`config.mk`:
```
export PLATFORM = sky130hd
export DESIGN_NAME = stage1_message_scheduler
export DESIGN_NICKNAME = d
export VERILOG_FILES = /design/src/rtl/stage1_message_scheduler_pkg.sv /design/src/rtl/stage1_credit_counter.sv /design/src/rtl/stage1_message_scheduler.sv
export SDC_FILE = /design/constraint.sdc
export NUM_CORES = 1
export LEC_CHECK = 0
export CAP_MARGIN = 20
export CORE_MARGIN = 8
export CORE_UTILIZATION = 50
export CTS_CLUSTER_SIZE = 16
export DETAILED_ROUTE_END_ITERATION = 6
export PLACE_DENSITY = 0.8
export SYNTH_ARGS = -nofsm -noshare
export SYNTH_HDL_FRONTEND = slang
export SYNTH_SLANG_ARGS = --single-unit
```
`constraint.sdc`:
```
create_clock -name clk -period 2.7 [get_ports clk]
set_input_delay 0.54 -clock clk [delete_from_list [all_inputs] [get_ports clk]]
set_output_delay 0.54 -clock clk [all_outputs]
set_load 0.005 [all_outputs]
```
`src/rtl/stage1_message_scheduler_pkg.sv`:
```
// Shared constants and state encoding for the stage-1 message scheduler.
// Sits in front of the stage2/3/4 encode/decode pipeline.
package stage1_message_scheduler_pkg;

  localparam int MAX_ORIGINAL_DATA_BITS = 16;
  localparam int DEF_TIMEOUT            = 16;
  localparam int DEF_MAX_CREDITS        = 8;
  localparam int DEF_CRED_W             = 4;
  localparam int TIMER_W                = 16;

  typedef enum logic {
    SCH_COLLECT = 1'b0,
    SCH_ISSUE   = 1'b1
  } sch_state_e;

endpackage

```
`src/rtl/stage1_credit_counter.sv`:
```
// Up/down saturating credit counter with a sticky overflow flag.
// One credit is spent per issued block and one is returned per pipeline completion.
module stage1_credit_counter #(
  parameter int MAX_CREDITS = 8,
  parameter int CRED_W      = 4
) (
  input  logic              clk,
  input  logic              rst_n,
  input  logic              inc,
  input  logic              dec,
  output logic [CRED_W-1:0] count,
  output logic              overflow
);

  localparam logic [CRED_W-1:0] FULL = CRED_W'(MAX_CREDITS);

  // NOTE: non-blocking assignments only in clocked blocks, so every register
  // samples pre-edge values regardless of block ordering.
  always_ff @(posedge clk or negedge rst_n) begin
    if (!rst_n) begin
      count    <= FULL;
      overflow <= 1'b0;
    end else begin
      case ({inc, dec})
        2'b10: begin
          if (count == FULL) overflow <= 1'b1;
          else               count    <= count + CRED_W'(1);
        end
        2'b01: begin
          if (count != '0) count <= count - CRED_W'(1);
        end
        default: ;
      endcase
    end
  end

endmodule

```
`src/rtl/stage1_message_scheduler.sv`:
```
// Packs up to three input words into a block and issues it into the pipeline,
// flow-controlled by credits because the pipeline itself cannot stall.
module stage1_message_scheduler
  import stage1_message_scheduler_pkg::*;
#(
  parameter int DATA_W      = MAX_ORIGINAL_DATA_BITS,
  parameter int TIMEOUT     = DEF_TIMEOUT,
  parameter int MAX_CREDITS = DEF_MAX_CREDITS,
  parameter int CRED_W      = DEF_CRED_W
) (
  input  logic              clk,
  input  logic              rst_n,
  input  logic              in_valid,
  input  logic [DATA_W-1:0] in_data,
  output logic              in_ready,
  input  logic              flush_req,
  input  logic              message_en_ret,
  output logic [DATA_W-1:0] original_data_1,
  output logic [DATA_W-1:0] original_data_2,
  output logic [DATA_W-1:0] original_data_3,
  output logic [2:0]        slot_mask,
  output logic              message_en_in,
  output logic [CRED_W-1:0] credits,
  output logic              credit_err
);

  sch_state_e           state, state_nxt;
  logic [1:0]           fill_cnt;
  logic [TIMER_W-1:0]   timer;
  logic                 accept;
  logic                 timeout_hit;

  assign in_ready      = (state == SCH_COLLECT) && (fill_cnt < 2'd3);
  assign accept        = in_valid && in_ready;
  // Strobe is decoded purely from registers so the pipeline sees no input-to-output path.
  assign message_en_in = (state == SCH_ISSUE) && (credits != '0);
  assign timeout_hit   = (TIMEOUT != 0) && (fill_cnt != 2'd0) &&
                         (timer == TIMER_W'(TIMEOUT - 1));

  stage1_credit_counter #(
    .MAX_CREDITS (MAX_CREDITS),
    .CRED_W      (CRED_W)
  ) u_credit (
    .clk      (clk),
    .rst_n    (rst_n),
    .inc      (message_en_ret),
    .dec      (message_en_in),
    .count    (credits),
    .overflow (credit_err)
  );

  // NOTE: every combinational output gets a default first so no latch is inferred.
  always_comb begin
    state_nxt = state;
    case (state)
      SCH_COLLECT: begin
        // The third accept moves straight to ISSUE so the strobe follows one cycle later.
        if ((accept && fill_cnt == 2'd2) ||
            (fill_cnt != 2'd0 && (flush_req || timeout_hit)))
          state_nxt = SCH_ISSUE;
      end
      SCH_ISSUE: begin
        if (message_en_in) state_nxt = SCH_COLLECT;
      end
      default: state_nxt = SCH_COLLECT;
    endcase
  end

  // NOTE: slot data registers are reset too, since unfilled slots must read 0 from power-up.
  always_ff @(posedge clk or negedge rst_n) begin
    if (!rst_n) begin
      state           <= SCH_COLLECT;
      fill_cnt        <= 2'd0;
      timer           <= '0;
      slot_mask       <= 3'b000;
      original_data_1 <= '0;
      original_data_2 <= '0;
      original_data_3 <= '0;
    end else begin
      state <= state_nxt;
      if (message_en_in) begin
        // Data regs keep the issued values; only the mask says the block is gone.
        fill_cnt  <= 2'd0;
        slot_mask <= 3'b000;
        timer     <= '0;
      end else begin
        if (accept) begin
          fill_cnt <= fill_cnt + 2'd1;
          case (fill_cnt)
            2'd0: begin
              original_data_1 <= in_data;
              original_data_2 <= '0;
              original_data_3 <= '0;
              slot_mask[0]    <= 1'b1;
            end
            2'd1: begin
              original_data_2 <= in_data;
              slot_mask[1]    <= 1'b1;
            end
            default: begin
              original_data_3 <= in_data;
              slot_mask[2]    <= 1'b1;
            end
          endcase
        end
        if (accept && fill_cnt == 2'd0)
          timer <= '0;
        else if (fill_cnt != 2'd0 && timer != '1)
          timer <= timer + TIMER_W'(1);
      end
    end
  end

endmodule

```
; ---- Word-level counts from Yosys, hierarchy flattened
; Cells that the tools add are included.
[classes]
add_sub_neg = 4
magnitude_cmp = 1
eq_ne = 10
muxes = 18
n_bitwise = 3
n_reduce_logical = 28
[ops]
columns = op, n
row1 = one-hot mux 16 bit (2 select lines), 2
row2 = two-way mux 16 bit, 3
row3 = "adder 16 x 1 -> 16 bit, second input constant", 1
row4 = "equality test 16 x 4 -> 1 bit, second input constant", 1
row5 = "inequality test 16 bit, second input constant", 1
row6 = AND reduction 3 bit, 4
row7 = nonzero test 2 bit, 6
row8 = logical AND 1 bit, 8
row9 = two-way mux 4 bit, 2
row10 = one-hot mux 4 bit (2 select lines), 1
row11 = AND reduction 2 bit, 4
row12 = two-way mux 3 bit, 2
row13 = two-way mux 1 bit, 5
row14 = "adder 4 x 1 -> 4 bit, second input constant", 1
row15 = "equality test 2 x 1 -> 1 bit, second input constant", 2
row16 = "equality test 2 bit, second input constant", 2
row17 = "equality test 4 bit, second input constant", 1
row18 = two-way mux 2 bit, 2
row19 = "inequality test 2 bit, second input constant", 2
row20 = nonzero test 4 bit, 1
row21 = "subtractor 4 x 1 -> 4 bit, second input constant", 1
row22 = inverter 1 bit, 3
row23 = nonzero test 3 bit, 1
row24 = "adder 2 x 1 -> 2 bit, second input constant", 1
row25 = other kinds (6), 7
[totals]
regBits = 75
in_bits = 21
output_inout_bits = 58
wordCells = 75

; ---- Logic depth before layout (Yosys ltp)
; Gate-level depths: netlist of run 1.
[logic_depth]
depth_word = 7
ltp_mapped = 8
depth_no_buf = 7

; ---- Hierarchy
; Synthesis of run 1 repeated with hierarchy kept, for this count alone.
[unflattened]
cells_unflattened = 297
area_unflattened_um2 = 3363.2
[by_module_without_submodules]
columns = module, n_inst, cells_each, area_each_um2, seq_area_each_um2
row1 = stage1_message_scheduler, 1, 270, 3049.2, 1751.7
row2 = stage1_credit_counter, 1, 27, 314.1, 126.4

; ---- Least setup slack after synthesis of run 1
; Ideal clock, no wire load.
[synth_timing]
path_type = register to register
startpoint = reg u_credit.count[0]
endpoint = reg timer[14]
setup_ns = 0.068
arrival_time_ns = 2.016
required_time_ns = 2.632
path_slack_ns = 0.616
path_stages_with_launch = 8
path_cell_list = dfrtp_1 > buf_2 > o41ai_4 > inv_2 > or2_1 > clkbuf_2 > or4_1 > nand2_1
[synth_between]
elab_chain_cells = 3
[synth_rtl]
columns = element, line_no
row1 = start: declaration, stage1_credit_counter.sv:11  ; output logic [CRED_W-1:0] count,
row2 = start signal: assignment, stage1_credit_counter.sv:27  ; else count <= count + CRED_W'(1);
row3 = start signal: assignment, stage1_credit_counter.sv:30  ; if (count != '0) count <= count - CRED_W'(1);
row4 = nonzero test 4 bit *, stage1_message_scheduler.sv:36  ; assign message_en_in = (state == SCH_ISSUE) && (credits != '0);
row5 = logical AND 1 bit *, stage1_message_scheduler.sv:36
row6 = net message_en_in, stage1_message_scheduler.sv:22  ; output logic message_en_in,
row7 = nonzero test 3 bit (no line) / two-way mux 16 bit (equally long branches), --
row8 = end signal: assignment, stage1_message_scheduler.sv:109  ; timer <= timer + TIMER_W'(1);
row9 = end: declaration, stage1_message_scheduler.sv:29  ; logic [TIMER_W-1:0] timer;
; Mark *: on every way through the listed nets, which the timed path passes. The rest lies on a longest branch.
; A chain may end at the register's enable or synchronous reset.

; ---- Worst setup path after layout of run 1
[layout_timing]
startpoint = reg u_credit.count[0]
endpoint = out message_en_in
[layout_between]
elab_chain_cells = 2
[layout_rtl]
columns = element, line_no
row1 = nonzero test 4 bit, stage1_message_scheduler.sv:36
row2 = logical AND 1 bit, stage1_message_scheduler.sv:36
row3 = end: declaration, stage1_message_scheduler.sv:22
; Every way passes these cells.

==> run metrics, run 1 <==
Starting Density 52.10%; Placed Cells 453; syn_nets 333; height of the chip 97.57 um; post-synth top area share 55.66%; Req. time, crit path 2.16 ns; Fin Hold WS 0.3142 ns; Non-Filler Instances 469; Fin Setup TNS 0 ns; vias in the first global route 2909; Hold Fails Final Rpt 0; # hold bufs at CTS 0; Nets 414; yosys warns 0; final global-route overflow total 0; Slew Viols, Final 0; fmax 406.8 MHz; Max Buffers Root-to-Sink 2; port bufs 78; 1st-iter DRT viols 167; GR Util All Layers 18.58%; DRT Wirelength 8.636 mm; Mapped Area 3327 sq um; vias per std cell 5.795; Most used DFF post-synth dfrtp_1; CTS Buf Count 9; crit path DAT 1.92 ns; Worst slew margin 38.23%; postcts setup bufs 0; family with the most delay on the worst path buffers and inverters; post-synth cell types 41; Worst-Skew Late Latency 0.34 ns; Crit-path slowest cell dfrtp_1; synth top area cells dfrtp_1 (56%), mux2_2 (5.8%), nand2_1 (4.7%); Startpoint Class flop; Core Rows 29; FF-to-FF Start u_credit.count[0]$_DFFE_PN0P_; R2R cell count 5; layout overhead on the synthesized area 34.64%; Cell Chain, Critical Path o41ai_4 -> inv_2 -> clkdlybuf4s50_1; first-pass iteration count of the detailed router 4; register area share after synthesis 56.45%; H-Tree Depth 3; first-pass GRT wire length 14.78 mm; initial antenna violation count 0; critical path startpoint u_credit.count[0]$_DFFE_PN0P_; fin crit share 91.05%; per-cell routed wire length 18.41 um; DPL Wire Length 5.824 mm; Worst setup EP type output port; power density over cell area 1163 nW/um^2; I/O pin count 79; Hold Crit Class input port to asynchronous set/reset pin; VDD IR max 0.7825 mV; EDFF count, synth 0; TritonCTS clock tree done; die width 97.57 um; number of buffers and inverters on the critical path 2; ys async rst share 100.0%; Antenna diodes 0; Fillers 470; drt drc 0; area of the core 6386 sq um; Yosys reg bits 75; syn avg cell area 10.87 sq um; status finished clean; layout cells sized above 1 12.24%; Final setup viols 0; pre-CTS setup slack 0.3268 ns; gpl congestion 0.8630; cell taking the most area after synthesis dfrtp_1; maxcap violations 0; crit-path max FO 9; slew of the pin with the lowest slew margin 0.9266 ns; setup ws final 0.2416 ns; antenna-violating nets left 0; CTS root buf clkbuf_8; clock slew at the register clock pins of the worst setup and hold paths 0.08 ns; post-cts sizing count 0; largest net degree at the start of global routing 76; Post-Synthesis Cells 306; TritonCTS Sinks 75; Clock Skew 0.008864 ns; Setup CP Type flop to output port; Crit. path cell count 3; P_leak 1.898 nW; max incr delay on CP 0.51 ns; vias post-DR 2718; DIE AREA 9520 sq um; RSZ-0062 raised after global routing no; Final min period 2.458 ns
-- synth_stat cells, drive strengths merged (2+ instances only) --
cell,instances
dfrtp,74
nand2,42
o21ai,22
mux2,17
a22o,16
a21oi,15
or4,13
clkbuf,12
nand3,12
nor2,12
inv,10
o31ai,8
ha,6
nor4,6
buf,5
nand4,5
or3,4
o41ai,3
a31oi,2
and3,2
and4,2
o311ai,2
o31a,2
xnor2,2
-- registers in the layout (all words and copies together), names as in the netlist --
name / cells
original_data_2: 16
original_data_1: 16
u_credit.count: 4
timer: 16
original_data_3: 16
u_credit.overflow: 1
state: 1
fill_cnt: 2
slot_mask: 3
-- cells in the final DEF (no fill, tap or decap), types with 2 or more instances in the layout --
master / instances
bufinv_16: 4
nand4_1: 5
buf_4: 10
or3_1: 4
dfrtp_1: 74
and4_1: 2
o31a_1: 2
a22o_1: 16
or4_1: 13
a21oi_1: 15
o41ai_1: 2
mux2_2: 17
and3_1: 2
xnor2_1: 2
o21ai_0: 22
nand3_1: 12
o31ai_1: 8
nor2_1: 12
clkdlybuf4s50_1: 77
clkinv_4: 2
nand2_1: 42
nor4_1: 5
a31oi_1: 2
o311ai_0: 2
clkbuf_8: 9
ha_1: 6
inv_1: 9
-- final cells by class --
| type | instances | area [sq um] | area share [%] |
|---|---|---|---|
| sequential | 75 | 1878 | 41.93 |
| clock buffer | 10 | 127.6 | 2.849 |
| timing repair buffer | 87 | 845.8 | 18.88 |
| clock inverter | 6 | 137.6 | 3.073 |
| multi-input combinational | 204 | 1356 | 30.28 |
| tap | 77 | 96.34 | 2.151 |
| inverter | 10 | 37.54 | 0.8380 |
-- worst paths after layout --
path                       slack (ns)                         endpoint
setup / recovery                 0.24                    message_en_in
hold / removal                   0.31             timer[7]$_DFFE_PN0P_
setup reg to reg                 0.48            timer[14]$_DFFE_PN0P_
hold reg to reg                  0.48    u_credit.overflow$_DFFE_PN0P_
max in group asynchronous        1.77  original_data_2[15]$_DFFE_PN0P_
min in group clk                 0.48    u_credit.overflow$_DFFE_PN0P_
-- where the power goes --
part	internal, mW	leakage (nW)	switching (mW)
logic	1.24	0.797	0.913
registers	1.57	0.970	0.361
clock network	0.711	0.131	0.411
-- cells by family after synthesis --
group | synth area share, %
AO/OA/AOI/OAI | 15.34
XOR/XNOR | 0.7899
adder cells (fa/ha/maj) | 2.256
buffers and inverters | 3.422
flip-flops | 56.45
multiplexers | 6.055
AND/OR/NAND/NOR | 15.68
-- routing by layer --
metal | GRT usage, % | vias to the layer above | wire length, um
met2 | 30.47 | 83 | 4183
met5 | 0 | - | 0
met1 | 22.27 | 1341 | 3746
li1 | - | 1284 | -
met4 | 6.527 | 0 | 90
met3 | 5.974 | 10 | 616
-- metrics by stage --
stage / total power [mW] / utilization [%] / cell area (sq um)
finish: 5.208 / 70.14 / 4479
global route: 5.558 / 70.14 / 4479
CTS: 5.269 / 70.14 / 4479
detailed placement: 4.107 / 65.99 / 4214
global placement: 4.037 / 65.99 / 4214
floorplan: 2.841 / - / 3327
Power figures use the tool's default switching activity.
==> inputs of run 2 (changes only) <==
--- a/config.mk
+++ b/config.mk
@@ -8,9 +8,10 @@
 export CAP_MARGIN = 20
 export CORE_MARGIN = 8
 export CORE_UTILIZATION = 50
-export CTS_CLUSTER_SIZE = 16
 export DETAILED_ROUTE_END_ITERATION = 6
 export PLACE_DENSITY = 0.8
+export SKIP_CTS_REPAIR_TIMING = 1
 export SYNTH_ARGS = -nofsm -noshare
 export SYNTH_HDL_FRONTEND = slang
 export SYNTH_SLANG_ARGS = --single-unit
+export TNS_END_PERCENT = 100
==> results of run 2 <==
The final DEF is identical to that of run 1; final timing and power are the same.
==> inputs of run 3 (changes only) <==
--- a/config.mk
+++ b/config.mk
@@ -6,6 +6,7 @@
 export NUM_CORES = 1
 export LEC_CHECK = 0
 export CAP_MARGIN = 20
+export CORE_ASPECT_RATIO = 0.8
 export CORE_MARGIN = 8
 export CORE_UTILIZATION = 50
 export DETAILED_ROUTE_END_ITERATION = 6
==> run 3 against run 2 <==
Effect of this change: design area decreased by 0.31%; via count increased by 1.3%; sequential share of layout area increased by 0.13 points; clock skew increased by 0.0058 ns; combinational power increased by 3%; critical path depth unchanged; count of clock-buffer cells in the layout increased by 3; critical path type unchanged.
==> run metrics, run 3 (synthesized netlist as in run 1, its figures left out) <==
Slew Viols, Final 0; Crit-path slowest cell clkdlybuf4s50_1; crit-path max FO 5; Fin Setup TNS 0 ns; vias post-DR 2752; largest net degree at the start of global routing 76; Worst setup EP type output port; Core Rows 26; Antenna diodes 0; maxcap violations 0; RSZ-0062 raised after global routing no; die width 107.2 um; height of the chip 88.96 um; gpl congestion 0.8694; first-pass iteration count of the detailed router 5; TritonCTS Sinks 75; VDD IR max 0.7032 mV; Final min period 2.455 ns; Placed Cells 463; setup ws final 0.2450 ns; Hold Fails Final Rpt 0; Seq pwr share 39.0%; layout overhead on the synthesized area 34.22%; pre-CTS setup slack 0.1650 ns; GR Util All Layers 19.36%; layout cells sized above 1 13.13%; family with the most delay on the worst path buffers and inverters; Final setup viols 0; antenna-violating nets left 0; crit path DAT 1.92 ns; TritonCTS clock tree done; final core utilization 69.68%; CTS root buf clkbuf_8; Req. time, crit path 2.16 ns; H-Tree Depth 3; slew of the pin with the lowest slew margin 0.6124 ns; P_leak 1.893 nW; Nets 418; Comb pwr share 44.4%; DIE AREA 9537 sq um; area of the core 6409 sq um; DRT Wirelength 8.772 mm; first-pass GRT wire length 14.30 mm; Hold Crit Class input port to asynchronous set/reset pin; Max Buffers Root-to-Sink 2; fin crit share 90.93%; P_sw 1.705 mW; Worst slew margin 58.80%; Worst-Skew Late Latency 0.36 ns; I/O pin count 79; most common cell after layout, fill and taps aside clkdlybuf4s50_1; clock slew at the register clock pins of the worst setup and hold paths 0.08 ns; Cell Area, Placed 4268 sq um; most frequent cells in the layout clkdlybuf4s50_1 (77), dfrtp_1 (74), nand2_1 (42); per-cell routed wire length 18.28 um; final instance area 4466 sq um; status finished clean; Startpoint Class flop; max incr delay on CP 0.57 ns; clock share of power 16.6%; final global-route overflow total 0; 1st-iter DRT viols 167; Setup CP Type flop to output port; fmax 407.3 MHz; internal power 3.260 mW; Non-Filler Instances 480; initial antenna violation count 0; power density over cell area 1112 nW/um^2; DPL Wire Length 6.127 mm; port bufs 78; vias in the first global route 2818; CTS Buf Count 9; Starting Density 51.91%; Cell Chain, Critical Path ha_1 -> nor2_1 -> clkdlybuf4s50_1; Clock Skew 0.01471 ns; Overall Power 4.965 mW; Worst R2R Setup Slack 0.60 ns; number of buffers and inverters on the critical path 1; Switching Fraction 34.35%; drt drc 0; vias per std cell 5.733; Fin Hold WS 0.1979 ns
[run 3: final cells by class]
cell class / instances / area (sq um)
fillers: 465 / 1943
flip-flops and latches: 75 / 1878
multi-input cells: 204 / 1356
repair buffers: 91 / 898.4
clock buffers: 13 / 168.9
well taps: 84 / 105.1
inverters: 10 / 37.54
clock inverters: 3 / 21.27
[run 3: worst paths after layout]
| check | from | endpoint | depth (start not counted) |
|---|---|---|---|
| setup / recovery | fill_cnt[0]$_DFFE_PN0P_ | in_ready | 3 |
| hold / removal | rst_n | original_data_3[3]$_DFFE_PN0P_ | 2 |
| setup reg to reg | fill_cnt[0]$_DFFE_PN0P_ | timer[9]$_DFFE_PN0P_ | 6 |
| hold reg to reg | u_credit.overflow$_DFFE_PN0P_ | u_credit.overflow$_DFFE_PN0P_ | 1 |
| max in group asynchronous | rst_n | u_credit.count[3]$_DFFE_PN1P_ | 2 |
| min in group clk | u_credit.overflow$_DFFE_PN0P_ | u_credit.overflow$_DFFE_PN0P_ | 1 |
[run 3: power by group through the flow]
stage          logic, mW  registers (mW)  clock network, mW
5_1_grt             2.43            1.99              0.882
2_1_floorplan      0.964            1.88                  0
4_1_cts             2.23            1.93              0.839
3_5_place_dp        2.21            1.94                  0
3_3_place_gp        2.14            1.93                  0
6_report            2.21            1.94              0.823
[run 3: layer usage]
| metal | vias up | global-route usage, % | wire length, um |
|---|---|---|---|
| met2 | 92 | 29.51 | 4059 |
| met1 | 1352 | 22.69 | 3688 |
| li1 | 1292 | - | - |
| met3 | 16 | 10.01 | 884 |
| met5 | - | 0 | 0 |
| met4 | 0 | 7.898 | 138 |
